[config.mk]
export PLATFORM = sky130hd
export DESIGN_NAME = fifo_rr_arbiter_flat
export DESIGN_NICKNAME = d
export VERILOG_FILES = /design/src/rtl/fifo_rr_arbiter_if.sv /design/src/rtl/fifo_rr_arbiter.sv /design/src/flat_wrapper.sv
export SDC_FILE = /design/constraint.sdc
export NUM_CORES = 1
export LEC_CHECK = 0
export ABC_AREA = 1
export BUFFER_PORTS_ARGS = -buffer_cell sky130_fd_sc_hd__buf_2
export CAP_MARGIN = 20
export CORE_UTILIZATION = 34
export CTS_CLUSTER_DIAMETER = 50
export DETAILED_ROUTE_END_ITERATION = 7
export PLACE_DENSITY = 0.8
export SLEW_MARGIN = 20
export SYNTH_ARGS = -nofsm -noshare
export SYNTH_HDL_FRONTEND = slang
export SYNTH_SLANG_ARGS = --single-unit
[constraint.sdc]
create_clock -name clk -period 1.63 [get_ports clk]
set_input_delay 0.0815 -clock clk [delete_from_list [all_inputs] [get_ports clk]]
set_output_delay 0.0815 -clock clk [all_outputs]
set_load 0.01 [all_outputs]
[src/rtl/fifo_rr_arbiter_if.sv]
// Purpose: bundle of the requester-side and FIFO-side stream signals of the
//          round-robin FIFO write-port arbiter.
// Signals:
//   s_valid/s_ready/s_last [NREQ]  per-requester beat handshake and end-of-burst
//   s_data [NREQ*SIZE]             requester i data at [i*SIZE +: SIZE]
//   m_valid/m_ready                beat handshake toward the FIFO write port
//   m_data [SIZE], m_id [IDW]      beat payload and index of its source
// Modports:
//   master  arbiter side (drives s_ready and the m_* beat toward the FIFO)
//   slave   environment side (producers and FIFO)
// Handshake: a beat transfers on a rising clk edge where valid and ready are
//   both high; a requester never retracts valid before its beat is accepted.
interface fifo_rr_arbiter_if #(
   parameter int NREQ = 4,
   parameter int SIZE = 32,
   parameter int IDW  = $clog2(NREQ)
);
   logic [NREQ-1:0]      s_valid;
   logic [NREQ-1:0]      s_ready;
   logic [NREQ-1:0]      s_last;
   logic [NREQ*SIZE-1:0] s_data;
   logic                 m_valid;
   logic                 m_ready;
   logic [SIZE-1:0]      m_data;
   logic [IDW-1:0]       m_id;

   modport master (
      input  s_valid, s_last, s_data, m_ready,
      output s_ready, m_valid, m_data, m_id
   );

   modport slave (
      output s_valid, s_last, s_data, m_ready,
      input  s_ready, m_valid, m_data, m_id
   );
endinterface

[src/rtl/fifo_rr_arbiter.sv]
// Purpose: round-robin arbiter sharing one sync FIFO write port among NREQ
//          valid/ready stream requesters. A grant is held for a burst that
//          ends on s_last or after MAX_BURST beats, then re-arbitrated with
//          the just-released requester at lowest priority.
// Ports:
//   clk        clock, all state on the rising edge
//   reset_n    asynchronous, active-low reset
//   bus        fifo_rr_arbiter_if.master (requester streams in, FIFO beat out)
//   state_dbg  current FSM state (0 = IDLE, 1 = BUSY)
module fifo_rr_arbiter #(
   parameter int NREQ      = 4,
   parameter int SIZE      = 32,
   parameter int MAX_BURST = 8,
   parameter int IDW       = $clog2(NREQ),
   parameter int CW        = $clog2(MAX_BURST + 1)
) (
   input  logic              clk,
   input  logic              reset_n,
   fifo_rr_arbiter_if.master bus,
   output logic              state_dbg
);

   typedef enum logic {
      IDLE = 1'b0,
      BUSY = 1'b1
   } state_t;

   state_t          state;
   logic [IDW-1:0]  grant;
   logic [IDW-1:0]  last_grant;
   logic [CW-1:0]   cnt;

   logic [IDW-1:0]  next_grant;
   logic [IDW-1:0]  cand;
   logic            sel_valid;
   logic            sel_last;
   logic            hs;
   logic            release_burst;

   // Rotating priority search starting just after last_grant. Walking the
   // offsets from farthest to nearest lets the nearest valid requester win.
   always_comb begin
      next_grant = last_grant;
      cand       = '0;
      for (int k = NREQ; k >= 1; k--) begin
         cand = IDW'((int'(last_grant) + k) % NREQ);
         if (bus.s_valid[cand]) begin
            next_grant = cand;
         end
      end
   end

   // Granted-requester mux. m_data follows the granted slot in every state,
   // so after reset it shows slot 0.
   always_comb begin
      sel_valid   = 1'b0;
      sel_last    = 1'b0;
      bus.m_data  = bus.s_data[SIZE-1:0];
      bus.s_ready = '0;
      for (int i = 0; i < NREQ; i++) begin
         if (grant == IDW'(i)) begin
            sel_valid  = bus.s_valid[i];
            sel_last   = bus.s_last[i];
            bus.m_data = bus.s_data[i*SIZE +: SIZE];
            if (state == BUSY) begin
               bus.s_ready[i] = bus.m_ready;
            end
         end
      end
   end

   // m_valid depends only on s_valid and registered state, never on m_ready.
   assign bus.m_valid   = (state == BUSY) & sel_valid;
   assign bus.m_id      = grant;
   assign hs            = bus.m_valid & bus.m_ready;
   // s_last and the beat limit coinciding still produce a single release.
   assign release_burst = hs & (sel_last | (cnt == CW'(MAX_BURST - 1)));
   assign state_dbg     = (state == BUSY);

   always_ff @(posedge clk or negedge reset_n) begin
      if (!reset_n) begin
         state      <= IDLE;
         grant      <= '0;
         last_grant <= IDW'(NREQ - 1);
         cnt        <= '0;
      end else begin
         case (state)
            IDLE: begin
               if (|bus.s_valid) begin
                  grant <= next_grant;
                  cnt   <= '0;
                  state <= BUSY;
               end
            end
            BUSY: begin
               // A stalled FIFO or an idle granted requester simply holds
               // everything; there is no timeout.
               if (release_burst) begin
                  last_grant <= grant;
                  cnt        <= '0;
                  state      <= IDLE;
               end else if (hs) begin
                  cnt <= cnt + CW'(1);
               end
            end
            default: state <= IDLE;
         endcase
      end
   end

endmodule

[src/flat_wrapper.sv]
// flat-port wrapper written by rule: the top's interface ports become plain ports
module fifo_rr_arbiter_flat 
#(
   parameter int NREQ      = 4,
   parameter int SIZE      = 32,
   parameter int MAX_BURST = 8,
   parameter int IDW       = $clog2(NREQ),
   parameter int CW        = $clog2(MAX_BURST + 1)
)
  (clk, reset_n, state_dbg, bus_s_valid, bus_s_last, bus_s_data, bus_m_ready, bus_s_ready, bus_m_valid, bus_m_data, bus_m_id);
  fifo_rr_arbiter_if #(.NREQ(NREQ), .SIZE(SIZE), .IDW(IDW)) bus_i ();
  input  logic clk;
  input  logic reset_n;
  output logic state_dbg;
  input wire logic [$bits(bus_i.s_valid)-1:0] bus_s_valid;
  input wire logic [$bits(bus_i.s_last)-1:0] bus_s_last;
  input wire logic [$bits(bus_i.s_data)-1:0] bus_s_data;
  input wire logic [$bits(bus_i.m_ready)-1:0] bus_m_ready;
  output wire logic [$bits(bus_i.s_ready)-1:0] bus_s_ready;
  output wire logic [$bits(bus_i.m_valid)-1:0] bus_m_valid;
  output wire logic [$bits(bus_i.m_data)-1:0] bus_m_data;
  output wire logic [$bits(bus_i.m_id)-1:0] bus_m_id;
  assign bus_i.s_valid = bus_s_valid;
  assign bus_i.s_last = bus_s_last;
  assign bus_i.s_data = bus_s_data;
  assign bus_i.m_ready = bus_m_ready;
  assign bus_s_ready = bus_i.s_ready;
  assign bus_m_valid = bus_i.m_valid;
  assign bus_m_data = bus_i.m_data;
  assign bus_m_id = bus_i.m_id;
  fifo_rr_arbiter #(.NREQ(NREQ), .SIZE(SIZE), .MAX_BURST(MAX_BURST), .IDW(IDW), .CW(CW)) u_core (.clk(clk), .reset_n(reset_n), .bus(bus_i), .state_dbg(state_dbg));
endmodule
* Word level (Yosys, flattened, before mapping)
Index checks and enable logic that the tools add are counted.
** Word-level totals
- Flip-flop bits (word level) :: 9
- Output and inout bits :: 40
- Word-level logic and storage cells :: 64
** Operators by class
- Muxes and demuxes :: 35
- Reduce and logical (&&, ||, !) cells :: 5
- Equal/unequal tests :: 6
- Bitwise logic cells :: 5
- Magnitude comparators :: 4
- Add/sub/neg operators :: 5
** Operators with widths (count)
- $mux 32 :: 3
- $mux 1 :: 19
- $lt 2x3->1 const B :: 4
- $mux 4 :: 3
- $bmux 1 s2 :: 4
- $mux 2 :: 4
- $pmux 4 s2 :: 1
- $reduce_and 2->1 :: 3
- $add 2x1->2 const B :: 2
- $add 2x2->2 const B :: 2
- $add 4x1->4 const B :: 1
- $eq 2x2->1 const B :: 2
- $eq 4x3->1 const B :: 1
- $reduce_or 4->1 :: 1
- $and 1x1->1 :: 3
- $ne 3x3->1 const B :: 1
- $eq 2x1->1 const B :: 1
- $logic_not 2->1 :: 1
- $ne 2x1->1 const B :: 1
- $pmux 1 s2 :: 1
- $not 1->1 :: 1
- $or 1x1->1 :: 1

* Depth between registers and ports, before layout
- Word-level depth :: 10
- Depth in mapped cells :: 10

* Worst setup path before layout
OpenSTA, ideal clock, no wires.
- Path type :: register to output
- From :: register u_core.grant[1], in the netlist u_core.bus.m_id[1]
- To :: output port bus_m_data[0]
- Data arrival time :: 1.297 ns
- Slack :: 0.252 ns
- Required time :: 1.548 ns
- Stages on the path, launching flop included :: 5
- Buffers on the path :: 1
- Cell sequence :: dfrtp_1 > inv_2 > clkbuf_1 > a21oi_1 > o31ai_1
** On the way
- Word-level cells in the longest chain between the ends :: 4
- Elaborated cells on any way between the ends :: 6
** RTL lines
- start, declared :: RTL line fifo_rr_arbiter.sv:29 : logic [IDW-1:0] grant;
- start signal, assigned :: RTL line fifo_rr_arbiter.sv:90 : grant <= next_grant;
- $eq 2x1->1 :: RTL line fifo_rr_arbiter.sv:61 : if (grant == IDW'(i)) begin
- $mux 32 (2 in a row) :: RTL line fifo_rr_arbiter.sv:61
- $mux 32 * :: RTL line fifo_rr_arbiter.sv:61
- end, declared :: RTL line flat_wrapper.sv:21 : output wire logic [$bits(bus_i.m_data)-1:0] bus_m_data;
Every way passes the cells marked *; elsewhere a longest branch is shown, timed or not.

* Worst setup path in the final report
- From :: register u_core.grant[0], in the netlist u_core.bus.m_id[0]
- To :: output port bus_m_data[20]
Same word-level chain as after synthesis.

==> results.md <==
* Synthesis-to-finish area growth at 85.6%
* Final ANT Viol Nets at 0
* Cells after synthesis at about 270
* Worst-skew pair later-pin latency at roughly 240 ps
* Achievable frequency at ~630 MHz
* Commonest non-fill, non-tap cell in the layout: buf_2
* Final non-filler cell area at 2820 um^2
* Die extent in x at 68.8 um
* Fill cell total of the finished layout at 406
* Biggest cell delay along the critical path at 380 ps
* Wire per inst at 14.3 um
* Pin count of the biggest net entering global routing at 26
* Startpoint types: register
* Crit. Startpoint: u_core.bus.m_id[0]
* Via total after detailed routing at 2,603
* Fin. max-slew vios at 0
* Data arrival time of the critical path at around 1500 ps
* R2r setup slk at 110 ps
* Number of sinks driven by the clock tree at 9
* Period utilisation layout at 0.980
* Count of endpoints failing hold in the final timing report at 0
* Cell-by-cell trace of the critical path: buf_4 -> nand2_4 -> buf_4 -> o221ai_1 -> o21ai_1 -> buf_2
* Synth Register Bits at 9
* Final net count at 592
* Static Leak at 1.53 nW
* Clk root buf: clkbuf_8
* Crit path capture: bus_m_data[20]
* Commonest cells after routing, fill and taps aside: buf_2 (178), nand2_1 (77), nor2_1 (37)
* Clock slew seen by the registers of the worst setup and hold paths at 50 ps
* Number of detailed-route iterations in the first pass at 4
* Multi-input gate area at 1260 um^2
* RSZ-0062 raised after global routing: yes
* Critical Path Fanout Max at 10
* Slew Limit Headroom at 0.815
* Count of cell types in the netlist at 28
* Worst Path Buf+Inv at 3
* Antenna violations before repair at 1
* CP most frequent cell: buf_4
* Ratio of cells with drive above 1 in the final layout at 0.523
* Diodes inserted at 0
* Outcome: completed
* Deepest level of the CTS H-tree at 1
* Class of the worst hold path: in -> reg
* Bufs on Longest Clock Path at 2
* Tightest hold margin at roughly 180 ps
* Detailed placement HPWL at 5480 um
* Slowest stage cell, crit path: dfrtp_1
* Launch instance of the worst register-to-register path: u_core.last_grant[0]
* Post-layout minimum cycle time at 1600 ps
* Cell row count at 23
* Sequential cell area fraction in the yosys report at 0.150
* Total grt overflow at 0
* Height of the die at 68.8 um
* CP Data Required Time at approximately 1600 ps
* Netlist area before placement at 1520 um^2
* IO Port Bufs at 178
* Initial drt markers at 113
* Nets in the synthesized netlist at 405
* Layout Utilization at 0.680
* Critical path class: reg -> out
* Pin slew with the least headroom to its limit at 275 ps
* Post-synthesis area per instance at 5.73 um^2
* Initial standard-cell utilization of the core at 0.367
* Num ports at 179
* Routed WL at 7180 um
* Yosys warning total at 0
* Die ar. at roughly 4700 um^2
* Remaining routing DRC violations at 0
* Drt via density at 5.20
* Placed instance area at 2490 um^2
* Via count of the first global-routing pass at approximately 2,100
* Layout Skew at roughly 8.7 ps
* Placeable Area at 4140 um^2
* CTS tree: yes
* Power density of the placed cells at 1870 nW/um^2
* GR Util All Layers at 0.274
* Worst r2r path cells at 10
* Storage element area at 229 um^2
* Worst setup EP type: output pin
* Sum of negative setup slack at 0 ps
* Gp weighted congestion at roughly 1
* Number of cells on the critical path at 6
* Wire length of the first global-routing pass at roughly 9700 um
* TritonCTS buffer count at 3
* Max-cap violations at 0
* Worst vdd rail ir drop at 1.21 mV
* Count of final setup violators at 0
* Reg-to-reg critical path endpoint: u_core.bus.m_id[0]
* Gate family responsible for the most delay along the worst path: buffers and inverters
[what timing repair did]
item                                   CTS  global route
hold buffers                             1             0
endpoints found under the hold margin    9             0
gates cloned                             0             1
setup buffers                            4             5
gates resized for setup                  7            34
setup endpoints to repair               33            35
pin swaps                                0             6
[cell families (layout without fill, tap and decap cells)]
| logic type | Yosys count | in the layout | share of synthesized area |
|---|---|---|---|
| AND/OR/NAND/NOR | 137 | 137 | 0.379 |
| flip-flops | 9 | 9 | 0.150 |
| adder cells (fa/ha/maj) | 1 | 1 | 0.00824 |
| buffers and inverters | 36 | 222 | 0.104 |
| AO/OA/AOI/OAI | 78 | 78 | 0.336 |
| XOR/XNOR | 4 | 4 | 0.0231 |
[stage by stage]
stage               total power, mW  instances  worst slack [ps]
floorplan                      2.87        265               252
global placement               4.19        486              56.0
detailed placement             4.25        486              39.5
CTS                            4.67        495             -34.8
global route                   5.76        501             -64.8
finish                         5.26        501              31.9
[worst min-delay path by stage]
stage | start | end | slack, ps | depth (start not counted)
after detailed placement | reset_n | u_core.cnt[3] | -60 | 1
after global placement | reset_n | u_core.cnt[3] | -60 | 1
after global routing | bus_m_ready | u_core.last_grant[0] | 200 | 3
after CTS | bus_m_ready | u_core.last_grant[0] | 180 | 3
final | bus_m_ready | u_core.last_grant[0] | 180 | 3
after floorplan | reset_n | u_core.bus.m_id[0] | -210 | 0
[registers in the layout, indices dropped and copies added, names as in the netlist]
register           flops
u_core.bus.m_id        2
u_core.cnt             4
u_core.last_grant      2
u_core.state_dbg       1
[worst reg2reg max path: stages (launching register included)]
cell and delay (ps):
dfstp_2 600, buf_4 150, nand2_1 50, o21ai_0 120, nand2_1 120, nand2_1 70, inv_1 50, nand2_1 60
nand2_1 40, nand3_1 60, o21ai_1 80
[synth_stat cells (all sizes together)]
master,number,area [um^2]
o31ai,2,15.0
o221ai,27,236
dfstp,2,52.6
or2,1,6.26
buf,12,65.1
ha,1,12.5
xnor2,1,8.76
nor2,40,153
a21boi,1,7.51
nand3,9,50.1
xor2,3,26.3
nand2,83,327
a21oi,6,41.3
dfrtp,7,175
inv,19,73.8
clkbuf,5,18.8
o21ai,42,210
nand4,4,40.0
[power by group]
group / total (mW) / internal, mW / switching, mW
clock network: 0.263 / 0.171 / 0.0922
logic: 4.52 / 2.01 / 2.51
registers: 0.473 / 0.335 / 0.138
total: 5.26 / 2.52 / 2.74
[metal layers]
layer	wire length, um	global-route usage	share of wire	vias up
met5	13	0	0.0018	-
met4	191	0.0944	0.027	2
met3	592	0.0609	0.082	25
met2	3550	0.466	0.49	139
met1	2830	0.337	0.39	1140
li1	-	-	-	1297
[area by class of cell]
class / instances / area share
multi-input cells: 220 / 0.447
repair buffers: 199 / 0.404
flip-flops and latches: 9 / 0.0812
inverters: 19 / 0.0289
well taps: 50 / 0.0222
clock buffers: 4 / 0.0160
(Power assumes the default switching activity.)
